--- src/rtl/i2s_pkg.sv ---
// Shared constants for the I2S transmitter: sample/frame geometry and the
// slot indices that mark the lrck edges and the holding-register transfer.
package i2s_pkg;
    localparam int unsigned SAMPLE_W    = 16;
    localparam int unsigned FRAME_SLOTS = 32;
    localparam int unsigned SLOT_W      = $clog2(FRAME_SLOTS);
    localparam int unsigned FRAME_W     = 2 * SAMPLE_W;

    localparam logic [SLOT_W-1:0] SLOT_RIGHT_START = SLOT_W'(16);
    localparam logic [SLOT_W-1:0] SLOT_XFER        = SLOT_W'(1);
    localparam logic [SLOT_W-1:0] SLOT_RESET       = SLOT_W'(FRAME_SLOTS - 1);
endpackage

--- src/rtl/i2s_tx_clkgen.sv ---
// Bit-clock generator: bck toggles every CLK_DIV clk cycles; o_fall is high
// in the clk cycle whose closing edge drives bck from 1 to 0.
module i2s_tx_clkgen #(
    parameter int unsigned CLK_DIV = 4
) (
    input  logic clk,
    input  logic reset,
    output logic o_bck,
    output logic o_fall
);
    localparam logic [7:0] DIV_LAST = 8'(CLK_DIV - 1);

    logic [7:0] r_div;
    logic       r_bck;
    logic       w_wrap;

    assign w_wrap = (r_div == DIV_LAST);

    always_ff @(posedge clk) begin
        if (reset) begin
            r_div <= '0;
            r_bck <= 1'b0;
        end else if (w_wrap) begin
            r_div <= '0;
            r_bck <= ~r_bck;
        end else begin
            r_div <= r_div + 8'd1;
        end
    end

    assign o_bck  = r_bck;
    assign o_fall = w_wrap & r_bck;
endmodule

--- src/rtl/i2s_transmitter.sv ---
// Philips I2S transmitter (16-bit stereo, 32-slot frame, one-bit delay).
// Define I2S_TX_UNDERRUN_MUTE_EN to send silence instead of repeating on underrun.
module i2s_transmitter
    import i2s_pkg::*;
#(
    parameter int unsigned CLK_DIV = 4
) (
    input  logic                clk,
    input  logic                reset,
    input  logic [SAMPLE_W-1:0] in_left,
    input  logic [SAMPLE_W-1:0] in_right,
    input  logic                in_valid,
    output logic                in_ready,
    output logic                bck,
    output logic                lrck,
    output logic                data,
    output logic                underrun
);
    logic               w_bck;
    logic               w_fall;
    logic               w_xfer;
    logic [SLOT_W-1:0]  r_slot;
    logic [SLOT_W-1:0]  w_slot_next;
    logic               r_lrck;
    logic               r_underrun;
    logic               r_hold_valid;
    logic [FRAME_W-1:0] r_hold;
    logic [FRAME_W-1:0] r_shift;
    logic [FRAME_W-1:0] w_refill;

    i2s_tx_clkgen #(.CLK_DIV(CLK_DIV)) u_clkgen (
        .clk    (clk),
        .reset  (reset),
        .o_bck  (w_bck),
        .o_fall (w_fall)
    );

    assign w_slot_next = r_slot + SLOT_W'(1);
    assign w_xfer      = w_fall && (w_slot_next == SLOT_XFER);

`ifdef I2S_TX_UNDERRUN_MUTE_EN
    assign w_refill = '0;
`else
    logic [FRAME_W-1:0] r_last;

    always_ff @(posedge clk) begin
        if (reset)
            r_last <= '0;
        else if (w_xfer && r_hold_valid)
            r_last <= r_hold;
    end

    assign w_refill = r_last;
`endif

    // Shift MSB drives data, so the word loaded entering slot 1 ends with R[0] in slot 0.
    always_ff @(posedge clk) begin
        if (reset) begin
            r_slot       <= SLOT_RESET;
            r_lrck       <= 1'b0;
            r_underrun   <= 1'b0;
            r_shift      <= '0;
            r_hold       <= '0;
            r_hold_valid <= 1'b0;
        end else begin
            r_underrun <= w_xfer && !r_hold_valid;
            if (w_fall) begin
                r_slot <= w_slot_next;
                r_lrck <= (w_slot_next >= SLOT_RIGHT_START);
                if (w_xfer)
                    r_shift <= r_hold_valid ? r_hold : w_refill;
                else
                    r_shift <= {r_shift[FRAME_W-2:0], 1'b0};
            end
            if (w_xfer)
                r_hold_valid <= 1'b0;
            if (in_valid && !r_hold_valid) begin
                r_hold       <= {in_left, in_right};
                r_hold_valid <= 1'b1;
            end
        end
    end

    assign in_ready = !r_hold_valid;
    assign bck      = w_bck;
    assign lrck     = r_lrck;
    assign data     = r_shift[FRAME_W-1];
    assign underrun = r_underrun;
endmodule
--- config.mk ---
export PLATFORM = sky130hd
export DESIGN_NAME = i2s_transmitter
export DESIGN_NICKNAME = d
export VERILOG_FILES = /design/src/rtl/i2s_pkg.sv /design/src/rtl/i2s_tx_clkgen.sv /design/src/rtl/i2s_transmitter.sv
export SDC_FILE = /design/constraint.sdc
export NUM_CORES = 1
export LEC_CHECK = 0
export CORE_MARGIN = 4
export CORE_UTILIZATION = 25
export CTS_BUF_LIST = sky130_fd_sc_hd__clkbuf_16
export CTS_CLUSTER_DIAMETER = 40
export DETAILED_ROUTE_END_ITERATION = 10
export HOLD_SLACK_MARGIN = 0.05
export SLEW_MARGIN = 20
export SYNTH_ARGS = -nofsm -noshare
export SYNTH_HDL_FRONTEND = slang
export SYNTH_SLANG_ARGS = --single-unit
--- constraint.sdc ---
create_clock -name clk -period 1.8 [get_ports clk]
set_input_delay 0.27 -clock clk [delete_from_list [all_inputs] [get_ports clk]]
set_output_delay 0.27 -clock clk [all_outputs]
set_load 0.05 [all_outputs]
==> metrics.yaml <==
critical_path:
  critical_path.top_delay_family: "simple AND/OR/NAND/NOR gates"
  crit_arrival_ns: 2.14
  crit_buf_inv: 2
  critPathLaunchType: "flip-flop"
  crit_slowest_cell: "or4b_4"
  end_kind: "flip-flop"
  cpPeakStageDelay_ns: 0.50
  critPathKind: "reg -> reg"
  cp.required_ns: 2.10
  crit_fanout: 11
  crit_chain: "ha_4, or4b_4, nor2_4, buf_4, buf_12, a41o_1, o2bb2ai_4"
placement:
  pre_cts_ws_ns: -0.145
  hpwl_mm: 7.92
  place_area_mm2: 0.00597
  numPortBuffers: 39
  place.gp.congestion: 0.742
status:
  status: "finished with violations"
  violations: "negative setup slack"
min_path:
  hold_class: "in -> reg"
synth:
  yosys.area.top_type: "dfxtp_1"
  ys_ff_latch: 113
  ys_async_sr_fraction: 0
  syn_avg_cell_area_um2: 8.89
  seq_area_frac_synth: 0.452
  yosys_warnings: 0
  synth_most_common_cell: "dfxtp_1"
  synth_common_cells: "dfxtp_1, nand2_1, a21oi_1, nand3_1, clkbuf_1"
  synth-edff-count: 0
  syn_nets: 601
  synth_ff_type: "dfxtp_1"
  yosysTopAreaCellShare: 0.452
  synth_cells: 563
  synth_area_mm2: 0.00500
  synth.distinct_cells: 40
  synth.top_cells.by_area: "dfxtp_1, a21oi_1, a41o_1"
floorplanning:
  start_util: 0.255
  io_pins: 40
  dieArea_mm2: 0.0223
  die_w_um: 149
  core_area_mm2: 0.0196
  die_y_um: 149
  rows: 51
power:
  clkPwrFrac: 0.536
  power.switching_w: 0.00145
  comb_power_share: 0.072
  powerDensity_mw_per_mm2: 912
  leakagePower_nw: 2.54
  ir_drop_uv: 592
  p_int_w: 0.00521
  pwr-share-seq: 0.392
  power_w: 0.00665
  p_sw_frac: 0.217
timing:
  fin_crit_ns: 1.84
  final.setup.tns_ns: -0.255
  setup_ws_ns: -0.0366
  rsz0062_at_grt: "yes"
  max_freq_mhz: 544
  drv_slew: 0
  fin_crit_sh: 1.02
  fin_hold_ws_ns: 0.110
  setup_viol: 20
  hold_violations: 0
  fin_skew_ns: 0.00627
  slew_headroom: 0.673
  worstMarginPinSlew_ns: 0.490
finish:
  drive_above_1_share: 0.266
  design_area_mm2: 0.00730
  nFillCells: 1943
  syn_to_final_growth_pct: 45.8
  nets: 666
  n_antenna_cell: 0
cts:
  max-clock-path-buffers: 2
  clock_sinks: 113
  clkLatencyLatePin_ns: 0.42
  cts_hold_buf: 0
  path_clk_slew_ns: 0.05
  htreeDepth: 4
  cts_root_buf: "clkbuf_16"
  cts_buffers: 17
  cts_tree: "done"
detailed_routing:
  wirelength_mm: 14.1
  drt_iter0_drc: 297
  vias: 4510
  drc_errors: 0
  drt_first_pass_iters: 4
  routedWlPerCell_um: 15.5
  drt.antenna.violating_nets: 0
  routed_via_density: 4.98
global_route:
  grt_max_degree: 41
  grt_pass1_vias: 4088
  grt_first_pass_wirelength_mm: 21.3
  grt_antenna_before_repair: 0
  grt-ovfl-total: 0
  grt_use_total: 0.119
flow_run:
  drv_cap: 0
[through the flow]
| step | std cells | utilization |
|---|---|---|
| finish | 905 | 0.372 |
| global route | 905 | 0.372 |
| CTS | 894 | 0.346 |
| detailed placement | 857 | 0.305 |
| global placement | 857 | 0.305 |
| floorplan | 563 | - |
[worst reg2reg max path: stages, from the launching register on]
cell	delay (ns)
dfxtp_2	0.36
ha_4	0.14
or4b_4	0.50
nor2_4	0.16
buf_4	0.15
buf_12	0.13
a41o_1	0.21
o2bb2ai_4	0.07
[layer usage]
metal / track usage / part of all wire
met5: 0 / 0
met4: 0.0384 / 0.013
met3: 0.0412 / 0.053
met2: 0.176 / 0.46
met1: 0.163 / 0.48
[what timing repair did]
action	4_1_cts	5_1_grt
gates cloned	2	8
endpoints found under the hold margin	0	0
setup endpoints to repair	72	74
gates resized for setup	36	77
setup buffers	4	4
pin swaps	1	23
[registers in the layout (all words and copies together) (netlist names)]
name and cells:
lrck 1, r_shift 32, underrun 1, r_hold 32, r_last 32, r_slot 5
u_clkgen.r_div 8, r_hold_valid 1, u_clkgen.o_bck 1
[worst paths after layout]
check / startpoint / endpoint / slack [ns] / cells past startpoint
min: reset / u_clkgen.o_bck / 0.11 / 2
max: u_clkgen.r_div[0] / r_shift[13] / -0.04 / 7
max reg2reg: u_clkgen.r_div[0] / r_shift[13] / -0.04 / 7
min reg2reg: r_last[13] / r_last[13] / 0.45 / 2
[cell families after synthesis]
group,Yosys count,share of synthesized area
compound gates,200,0.268
mux,32,0.0643
fa+ha+maj,3,0.00750
simple gates,142,0.136
xor+xnor,10,0.0175
buf+inv,63,0.0550
flops,113,0.452
[power by group through the flow]
stage	Clock [W]	Combinational, W	Sequential, W
6_report	0.00356	0.000482	0.00261
2_1_floorplan	0	0.000227	0.00265
4_1_cts	0.00363	0.000441	0.00261
3_5_place_dp	0	0.000426	0.00265
3_3_place_gp	0	0.000427	0.00265
5_1_grt	0.00375	0.000528	0.00261
[cell usage in the layout (no fill, tap or decap), drive strengths merged, types with 2 or more instances in the layout]
cell / count
o2bb2ai: 31
or4b: 2
xor2: 7
ha: 3
inv: 5
nor3: 2
mux2i: 31
clkdlybuf4s50: 33
a31oi: 33
a41o: 31
nand2: 70
clkinv: 6
nor2: 13
nand3: 40
buf: 63
a31o: 2
clkinvlp: 2
dfxtp: 113
and4: 2
and3: 4
clkbuf: 24
a21oi: 65
nor4b: 3
bufinv: 5
xnor2: 3
o21ai: 34
[final cells by class]
class	instances	area, µm²	share of cell area
Sequential cell	113	2270	0.311
Multi-Input combinational cell	388	2870	0.393
Tap cell	265	332	0.0454
Clock inverter	14	196	0.0269
Clock buffer	17	425	0.0583
Inverter	4	15.0	0.00206
Timing Repair Buffer	104	1190	0.163
Power figures use the tool's default switching activity.
